<file path="src/rtl/serial_reg_loader.sv">
// 8N1 UART receiver that decodes header/data byte pairs into APU register-write strobes
// and keeps a link-activity indicator alive for a fixed time after each good byte.
module serial_reg_loader #(
  parameter int OSCRATE  = 12_000_000,
  parameter int BAUDRATE = 9600,
  parameter int LINKTIME = OSCRATE / 10
) (
  input  logic       clk,
  input  logic       rst_n,
  input  logic       rx,
  output logic [7:0] rx_data,
  output logic       rx_valid,
  output logic       frame_err,
  output logic       reg_we,
  output logic [4:0] reg_addr,
  output logic [7:0] reg_data,
  output logic       link
);

  localparam int DIV  = OSCRATE / BAUDRATE;
  localparam int HALF = DIV / 2;
  localparam int CW   = ($clog2(DIV + 1) < 11) ? 11 : $clog2(DIV + 1);
  localparam int LW   = ($clog2(LINKTIME + 1) < 1) ? 1 : $clog2(LINKTIME + 1);

  localparam logic [CW-1:0] DIV_LAST  = CW'(DIV - 1);
  localparam logic [CW-1:0] HALF_LAST = CW'(HALF - 1);
  localparam logic [LW-1:0] LINK_LOAD = LW'(LINKTIME);

  typedef enum logic [1:0] {IDLE, START, DATA, STOP} state_t;

  state_t         state_q, state_d;
  logic           sync1_q, sync1_d;
  logic           sync2_q, sync2_d;
  logic           rxs_prev_q, rxs_prev_d;
  logic [CW-1:0]  cnt_q, cnt_d;
  logic [2:0]     idx_q, idx_d;
  logic [7:0]     shift_q, shift_d;
  logic [7:0]     rx_data_q, rx_data_d;
  logic           rx_valid_q, rx_valid_d;
  logic           frame_err_q, frame_err_d;
  logic           armed_q, armed_d;
  logic           reg_we_q, reg_we_d;
  logic [4:0]     reg_addr_q, reg_addr_d;
  logic [7:0]     reg_data_q, reg_data_d;
  logic [LW-1:0]  link_cnt_q, link_cnt_d;

  always_ff @(posedge clk or negedge rst_n) begin
    if (!rst_n) begin
      state_q     <= IDLE;
      sync1_q     <= 1'b1;
      sync2_q     <= 1'b1;
      rxs_prev_q  <= 1'b1;
      cnt_q       <= '0;
      idx_q       <= '0;
      shift_q     <= '0;
      rx_data_q   <= '0;
      rx_valid_q  <= 1'b0;
      frame_err_q <= 1'b0;
      armed_q     <= 1'b0;
      reg_we_q    <= 1'b0;
      reg_addr_q  <= '0;
      reg_data_q  <= '0;
      link_cnt_q  <= '0;
    end else begin
      state_q     <= state_d;
      sync1_q     <= sync1_d;
      sync2_q     <= sync2_d;
      rxs_prev_q  <= rxs_prev_d;
      cnt_q       <= cnt_d;
      idx_q       <= idx_d;
      shift_q     <= shift_d;
      rx_data_q   <= rx_data_d;
      rx_valid_q  <= rx_valid_d;
      frame_err_q <= frame_err_d;
      armed_q     <= armed_d;
      reg_we_q    <= reg_we_d;
      reg_addr_q  <= reg_addr_d;
      reg_data_q  <= reg_data_d;
      link_cnt_q  <= link_cnt_d;
    end
  end

  always_comb begin
    state_d     = state_q;
    sync1_d     = rx;
    sync2_d     = sync1_q;
    rxs_prev_d  = sync2_q;
    cnt_d       = cnt_q + CW'(1);
    idx_d       = idx_q;
    shift_d     = shift_q;
    rx_data_d   = rx_data_q;
    rx_valid_d  = 1'b0;
    frame_err_d = 1'b0;
    armed_d     = armed_q;
    reg_we_d    = 1'b0;
    reg_addr_d  = reg_addr_q;
    reg_data_d  = reg_data_q;
    link_cnt_d  = link_cnt_q;

    // Receiver: start detect needs a true 1->0 transition so a stuck-low line is ignored.
    case (state_q)
      IDLE: begin
        cnt_d = '0;
        if (rxs_prev_q && !sync2_q) state_d = START;
      end
      START: begin
        if (cnt_q == HALF_LAST) begin
          cnt_d = '0;
          if (sync2_q) begin
            state_d = IDLE;
          end else begin
            state_d = DATA;
            idx_d   = '0;
          end
        end
      end
      DATA: begin
        if (cnt_q == DIV_LAST) begin
          cnt_d   = '0;
          shift_d = {sync2_q, shift_q[7:1]};
          idx_d   = idx_q + 3'd1;
          if (idx_q == 3'd7) state_d = STOP;
        end
      end
      STOP: begin
        if (cnt_q == DIV_LAST) begin
          cnt_d   = '0;
          state_d = IDLE;
          if (sync2_q) begin
            rx_data_d  = shift_q;
            rx_valid_d = 1'b1;
          end else begin
            frame_err_d = 1'b1;
          end
        end
      end
      default: state_d = IDLE;
    endcase

    // Framer: a header arms the next byte as data; a stray data byte resynchronizes.
    if (rx_valid_q) begin
      if (armed_q) begin
        reg_data_d = rx_data_q;
        reg_we_d   = 1'b1;
        armed_d    = 1'b0;
      end else if (rx_data_q[7]) begin
        reg_addr_d = rx_data_q[4:0];
        armed_d    = 1'b1;
      end
    end
    if (frame_err_q) armed_d = 1'b0;

    if (rx_valid_q) begin
      link_cnt_d = LINK_LOAD;
    end else if (link_cnt_q != '0) begin
      link_cnt_d = link_cnt_q - LW'(1);
    end
  end

  assign rx_data   = rx_data_q;
  assign rx_valid  = rx_valid_q;
  assign frame_err = frame_err_q;
  assign reg_we    = reg_we_q;
  assign reg_addr  = reg_addr_q;
  assign reg_data  = reg_data_q;
  assign link      = (link_cnt_q != '0);

endmodule

</file>
<file path="config.mk">
export PLATFORM = sky130hd
export DESIGN_NAME = serial_reg_loader
export DESIGN_NICKNAME = d
export VERILOG_FILES = /design/src/rtl/serial_reg_loader.sv
export SDC_FILE = /design/constraint.sdc
export NUM_CORES = 1
export LEC_CHECK = 0
export ABC_AREA = 0
export ABC_CLOCK_PERIOD_IN_PS = 3200
export BUFFER_PORTS_ARGS = -buffer_cell sky130_fd_sc_hd__buf_2
export CORE_MARGIN = 2
export CORE_UTILIZATION = 40
export DETAILED_ROUTE_END_ITERATION = 8
export HOLD_SLACK_MARGIN = 0.08
export SLEW_MARGIN = 20
export SYNTH_ARGS = -nofsm -noshare
export SYNTH_HDL_FRONTEND = slang
export SYNTH_SLANG_ARGS = --single-unit
export TNS_END_PERCENT = 1
</file>
<file path="constraint.sdc">
create_clock -name clk -period 3.2 [get_ports clk]
set_clock_uncertainty 0.15 [all_clocks]
set_input_delay 0.32 -clock clk [delete_from_list [all_inputs] [get_ports clk]]
set_output_delay 0.32 -clock clk [all_outputs]
set_load 0.01 [all_outputs]
</file>
; Yosys cells after proc, flatten, opt, wreduce, memory -nomap -nowiden
; Index checks and enable logic that the tools add are counted.
[totals]
register_bits = 73
inputBits = 3
output_inout_bits = 25
elab_cells = 73
[classes]
addsub = 3
n_eq_ne = 12
n_mux = 28
n_bitwise = 1
reduce_logical = 14
[op_table]
columns = cell, count
row1 = $mux 21, 2
row2 = $pmux 11 s3, 1
row3 = $mux 11, 2
row4 = $reduce_bool 21->1, 1
row5 = $sub 21x1->21 const B, 1
row6 = $mux 1, 12
row7 = $mux 2, 6
row8 = $ne 2x2->1 const B, 6
row9 = $add 11x1->11 const B, 1
row10 = $eq 11x10->1 const B, 1
row11 = $eq 11x11->1 const B, 1
row12 = $mux 3, 3
row13 = $pmux 2 s4, 1
row14 = $pmux 3 s2, 1
row15 = $reduce_and 3->1, 2
row16 = $reduce_bool 2->1, 3
row17 = $reduce_and 5->1, 1
row18 = $eq 2x2->1 const B, 2
row19 = $reduce_and 2->1, 2
row20 = $reduce_and 4->1, 1
row21 = $add 3x1->3 const B, 1
row22 = $eq 3x3->1 const B, 1
row23 = $eq 2x1->1 const B, 1
row24 = $logic_not 2->1, 1
row25 = 4 further kinds, 4

; Longest topological paths before layout
; Gate-level depths: netlist of the first run.
[logic_depth]
ltp_word = 4
mapped_depth = 7
mapped_depth_nobuf = 6

; Worst setup path after synthesis of the first run
; OpenSTA, ideal clock, no wires.
[synth_path]
kind = register to output
start = register link_cnt_q[15]
end = output port link
t_arrival_ns = 2.097
required_time_ns = 2.730
setup_slack_ns = 0.633
path_stages_with_launch = 5
n_path_buf = 1
cell_sequence = dfrtp_1 > or4_4 > buf_6 > or4_4 > or4b_1
[synth_between]
elab_chain_cells = 1
[synth_rtl]
columns = element, line
row1 = "start, declared", 45  ; logic [LW-1:0] link_cnt_q, link_cnt_d;
row2 = "start signal, assigned", 79  ; link_cnt_q <= link_cnt_d;
row3 = $reduce_bool 21->1, 166  ; assign link = (link_cnt_q != '0);
row4 = "end, declared", 17  ; output logic link
; Every way passes these cells.

; Worst setup path after layout of the first run
; Ends and elaborated chain as after synthesis.

==> metrics, run 1 <==
Max VDD drop 0.000329 V; WHS 209 ps; async set-reset flop share out of synthesis 1.00; Slowest-stage cell, CP or4_4; CTS tree done; Worst path most repeated cell or4_4; Initial Utilization 0.416; run status completed; Skew-Pair Late Insertion Delay 360 ps; post-synthesis cell area 3440 um^2; DRC viols 0; endpoints failing hold 0; clock slew at reported path FFs 80 ps; final period utilization 0.938; largest net degree at the start of global routing 74; Data arrival, critical path 2530 ps; CP Buf/Inv Count 1; HPWL Detailed 3980 um; vias 2,290; minimum clock period 3000 ps; initial antenna violation count 0; Die ar. 9350 um^2; final wirelength 6020 um; # rows 33; routing usage on met2 0.216; P_sw 0.000553 W; Slew HR 0.401; Vias per Instance 5.25; # IOs 28; die width 96.7 um; GR met3 Demand/Resource 0.0499; number of global-route vias before repair 2,217; Slew Limit Fails 0; final setup TNS 0 ps; drt wl/cell 13.8 um; distinct cell type count after synthesis 47; global-route usage over all layers 0.136; register area share after synthesis 0.533; clock net sink count 73; area grow syn2layout 14.0%; Switching Fraction 0.279; CP endpoint kind output port; met1 usage 0.177; Power Internal 0.00143 W; Peak Freq 333 MHz; Final ANT Viol Nets 0; Filler Cell Count 780; CP Cell Sequence or4_4 > or4_4 > or4b_1 > buf_2; Clock Root Buffer clkbuf_8; Top delay family on crit path simple AND/OR/NAND/NOR gates; Initial DRT Pass Iterations 4; peak per-stage delay on the critical path 610 ps; Slew @ Worst Pin 899 ps; port buffer count 27; cells after synthesis 291; drt initial violations 89; clock power share 0.382; first-pass GRT wire length 10,500 um; Inserted Diodes 0; WP data required 2730 ps; CP Class flip-flop to output port; global routing's busiest layer met2; Final setup viols 0; HP Class flip-flop to flip-flop; NumNets Final 336; Post-synth EDFFs 0; combinational power share 0.091; H-tree Lvls 3; core area 8260 um^2; max-cap viol count 0; clk buf depth 2; GRT overflow 0; Num CTS Buffers 9; syn_area_per_cell 11.8 um^2; yosys warns 0; Final Wtd Congestion 0.728; pwr dens 507 nW/um^2; Lkg Pwr 2.03 nW; Startpoint Class flip-flop; register share of total power 0.527; Primary FF master, synth dfrtp_1; RSZ-0062 raised after global routing false; height of the die 96.7 um; syn_nets 301; share of layout cells above drive strength 1 0.242; Critical Path Fanout Max 9; Synth Register Bits 73
==> logic make-up after synthesis <==
logic type / count (synthesis) / share of synthesized area
buf+inv: 16 / 0.0208
compound gates: 39 / 0.0710
simple gates: 108 / 0.201
mux: 39 / 0.126
xor+xnor: 9 / 0.0229
fa+ha+maj: 7 / 0.0255
flops: 73 / 0.533
==> layout by cell type, fill, tap and decap left out, drive strengths merged, types with 7 or more instances in the layout <==
master / synthesis / layout
ha: 7 / 7
or4: 11 / 11
nor2b: 12 / 12
inv: 7 / 12
clkbuf: 5 / 9
dfrtp: 70 / 70
mux2: 34 / 34
o21ai: 7 / 7
buf: 4 / 31
nor3: 10 / 10
nor2: 21 / 21
nand2: 11 / 11
nor4: 8 / 8
a21oi: 14 / 14
==> cell type report <==
class                      count  area [um^2]  share of cell area
inverter                       7         26.3             0.00671
multi-input combinational    202         1530               0.392
tap                          105          131              0.0335
clock inverter                 7         83.8              0.0214
sequential                    73         1830               0.467
clock buffer                   9          124              0.0316
timing repair buffer          33          188              0.0479
==> through the flow <==
stage	power, W	instance area [um^2]	utilization	std cells	worst slack, ps
floorplan	0.00119	3440	-	291	633
global placement	0.00124	3690	0.447	418	589
detailed placement	0.00125	3690	0.447	418	575
CTS	0.00203	3920	0.474	436	178
global route	0.00210	3920	0.474	436	117
finish	0.00199	3920	0.474	436	198
==> cells in the mapped netlist (all sizes together), types with 3 or more instances <==
cell type  count  area, um^2
xor2           5        43.8
ha             7        87.6
nor3          10        50.1
or4b           3        30.0
buf            4        26.3
nand4          5        31.3
o21ai          7        35.0
o31ai          5        37.5
dfstp          3        78.8
or3            6        37.5
nor4           8         108
inv            7        26.3
a21oi         14        70.1
nand3          5        25.0
mux2          34         383
mux2i          5        50.1
a211oi         4        30.0
clkbuf         5        18.8
or4           11        93.8
and4           3        26.3
nand2         11        41.3
xnor2          4        35.0
or3b           3        26.3
nor2b         12        75.1
dfrtp         70        1750
nor2          21        78.8
==> path summary, 6_finish.rpt <==
| check | from | end | slack (ps) | depth (start not counted) |
|---|---|---|---|---|
| max | link_cnt_q[15] | link | 200 | 4 |
| min in group asynchronous | rst_n | link_cnt_q[0] | 470 | 2 |
| max in group asynchronous | rst_n | rx_data[1] | 1840 | 2 |
| min reg2reg | sync1_q | rxs_prev_d | 210 | 0 |
| max reg2reg | cnt_q[4] | rx_data[0] | 690 | 4 |
| min | sync1_q | rxs_prev_d | 210 | 0 |
==> layer usage <==
| layer | wire (um) | up-vias |
|---|---|---|
| met5 | 0 | - |
| met4 | 73 | 0 |
| met3 | 197 | 6 |
| met2 | 2840 | 24 |
| met1 | 2910 | 1125 |
| li1 | - | 1135 |
==> sequential cells by signal, indices dropped and copies added, names as in the netlist, named ones only <==
| register | cells |
|---|---|
| rxs_prev_d | 1 |
| cnt_q | 11 |
| shift_q | 8 |
| reg_we | 1 |
| frame_err | 1 |
| rx_data | 8 |
| rx_valid | 1 |
| link_cnt_q | 21 |
| rxs_prev_q | 1 |
| sync1_q | 1 |
| idx_q | 3 |
| state_q | 1 |
| armed_q | 1 |
| reg_addr | 5 |
| reg_data | 8 |
==> power groups by stage <==
stage	clock, W	sequential [W]	combinational [W]
floorplan	0	0.00104	0.000150
CTS	0.000795	0.00105	0.000187
global route	0.000833	0.00106	0.000210
global placement	0	0.00106	0.000178
finish	0.000758	0.00105	0.000181
detailed placement	0	0.00106	0.000185
==> what timing repair did <==
item | CTS | global route
hold endpoints to repair | 71 | 0
setup buffers | 0 | 0
resized for setup | 0 | 0
hold buffers | 2 | 0
Note: power is estimated with default switching activity, not from simulation.
==> run 2: changes to the inputs <==
Settings changed: BUFFER_PORTS_ARGS -buffer_cell sky130_fd_sc_hd__buf_2 to default, DONT_BUFFER_PORTS from default to 1.
==> metrics, run 2 (same netlist as run 1, synthesis figures left out) <==
die width 96.7 um (unchanged); # IOs 28 (unchanged); Peak Freq 341 MHz (+2.4%); routing usage on met2 0.224 (+0.00855); CP Class flip-flop to output port; Data arrival, critical path 2460 ps (-70 ps); HPWL Detailed 3850 um (-3.2%); met1 usage 0.180 (+0.00316); Inserted Diodes 0 (unchanged); CTS tree done; max-cap viol count 0 (unchanged); CP Cell Sequence or4_4 > or4_4 > or4b_1; H-tree Lvls 3 (unchanged); GRT overflow 0 (unchanged); drt initial violations 77 (-13%); Num CTS Buffers 9 (unchanged); NumNets Final 309 (-8.0%); Final Wtd Congestion 0.740 (+1.7%); overall power 0.00194 W (-2.3%); Reg-to-Reg Start cnt_q[4]; Lkg Pwr 1.89 nW (-7.0%); final setup TNS 0 ps (unchanged); first-pass GRT wire length 10,800 um (+3.0%); Final setup viols 0 (unchanged); Die ar. 9350 um^2 (unchanged); clock net sink count 73 (unchanged); initial antenna violation count 0 (unchanged); Final ANT Viol Nets 0 (unchanged); largest net degree at the start of global routing 74 (unchanged); area grow syn2layout 10.2%; setup bufs post-CTS 0 (unchanged); share of layout cells above drive strength 1 0.174 (-0.0673); DRC viols 0 (unchanged); Slew HR 0.517 (+0.116); crit path launch link_cnt_q[14]; run status completed; Initial DRT Pass Iterations 5 (+1); flop2flop setup slack 700 ps (about the same); Slowest-stage cell, CP or4_4; HP Class flip-flop to flip-flop; CP endpoint kind output port; endpoints failing hold 0 (unchanged); Max VDD drop 0.000439 V (+33%); global-route usage over all layers 0.140 (+0.00348); peak per-stage delay on the critical path 590 ps (-20 ps); Critical Path Fanout Max 9 (unchanged); number of global-route vias before repair 2,233 (+0.72%); WP data required 2730 ps (about the same); height of the die 96.7 um (unchanged); global routing's busiest layer met2; final period utilization 0.916 (-0.0224); Biggest register link_cnt_q; commonest cells after routing, fill and taps aside dfrtp_1, nor2_1, mux2_2; Clock Root Buffer clkbuf_8; vias 2,189 (-4.4%); hold_sp sync1_q; number of flip-flops in the largest register 21 (unchanged); minimum clock period 2930 ps (-71.6 ps); WHS 211 ps (+1.77 ps); core area 8260 um^2 (unchanged); drt wl/cell 14.8 um (+7.0%); clk buf depth 2 (unchanged); pwr dens 513 nW/um^2 (+1.1%); commonest non-fill, non-tap cell in the layout dfrtp_1; Slew Limit Fails 0 (unchanged); port buffer count 0 (-100%); final wirelength 6050 um (+0.35%); Worst path most repeated cell or4_4; # rows 33 (unchanged); biggest regs link_cnt_q: 21 flops, cnt_q: 11 flops; Initial Utilization 0.416 (unchanged); Startpoint Class flip-flop; Vias per Instance 5.35 (+1.9%); Slew @ Worst Pin 719 ps (-180 ps); clock slew at reported path FFs 80 ps (about the same); GR met3 Demand/Resource 0.0527 (+0.00289); Filler Cell Count 760 (-2.6%); RSZ-0062 raised after global routing false; Skew-Pair Late Insertion Delay 360 ps (about the same)
run 2: cell count changes in the layout (fill, tap and decap cells not counted), sizes merged:
cell,previous run,this run
buf,31,4
bufinv,1,0
inv,12,13
clkinv,0,1
clkinvlp,1,0
run 2: final cells by class:
type | instances | area (um^2) | area share
Tap cell | 105 | 131 | 0.0347
Multi-Input combinational cell | 202 | 1530 | 0.405
Inverter | 7 | 26.3 | 0.00694
Timing Repair Buffer | 6 | 70.1 | 0.0185
Clock inverter | 7 | 68.8 | 0.0182
Clock buffer | 9 | 124 | 0.0327
Sequential cell | 73 | 1830 | 0.484
run 2: path summary, 6_finish.rpt:
check,to,cells past startpoint
min in group asynchronous,reg_we,2
hold / removal,rxs_prev_d,0
max in group asynchronous,rxs_prev_q,2
setup reg to reg,rx_data[0],4
setup / recovery,link,3
hold reg to reg,rxs_prev_d,0
run 2: power by group:
group / internal [W] / switching [W] / leakage [nW]
Combinational: 0.0000836 / 0.000100 / 0.799
Sequential: 0.000974 / 0.0000733 / 0.991
Clock: 0.000307 / 0.000402 / 0.101
run 2: layer usage:
metal / part of all wire / vias up
met2: 0.48 / 27
met5: 0 / -
met4: 0.0071 / 0
li1: - / 1084
met3: 0.036 / 4
met1: 0.48 / 1074
run 2: repair_timing:
action	CTS	global route
resized for setup	0	0
hold buffers	3	0
hold endpoints to repair	74	0
run 2: per-stage QoR:
stage / area [um^2] / utilization / setup WS [ps] / cells
2_1_floorplan: 3440 / - / 633 / 291
3_3_place_gp: 3540 / 0.429 / 655 / 390
3_5_place_dp: 3540 / 0.429 / 641 / 390
4_1_cts: 3780 / 0.458 / 244 / 409
5_1_grt: 3780 / 0.458 / 148 / 409
6_report: 3780 / 0.458 / 269 / 409
run 2: worst max-delay path, delay by kind of cell (launching register included):
family           cells  cell delay (ps)
flip-flops           1              410
AND/OR/NAND/NOR      3             1700
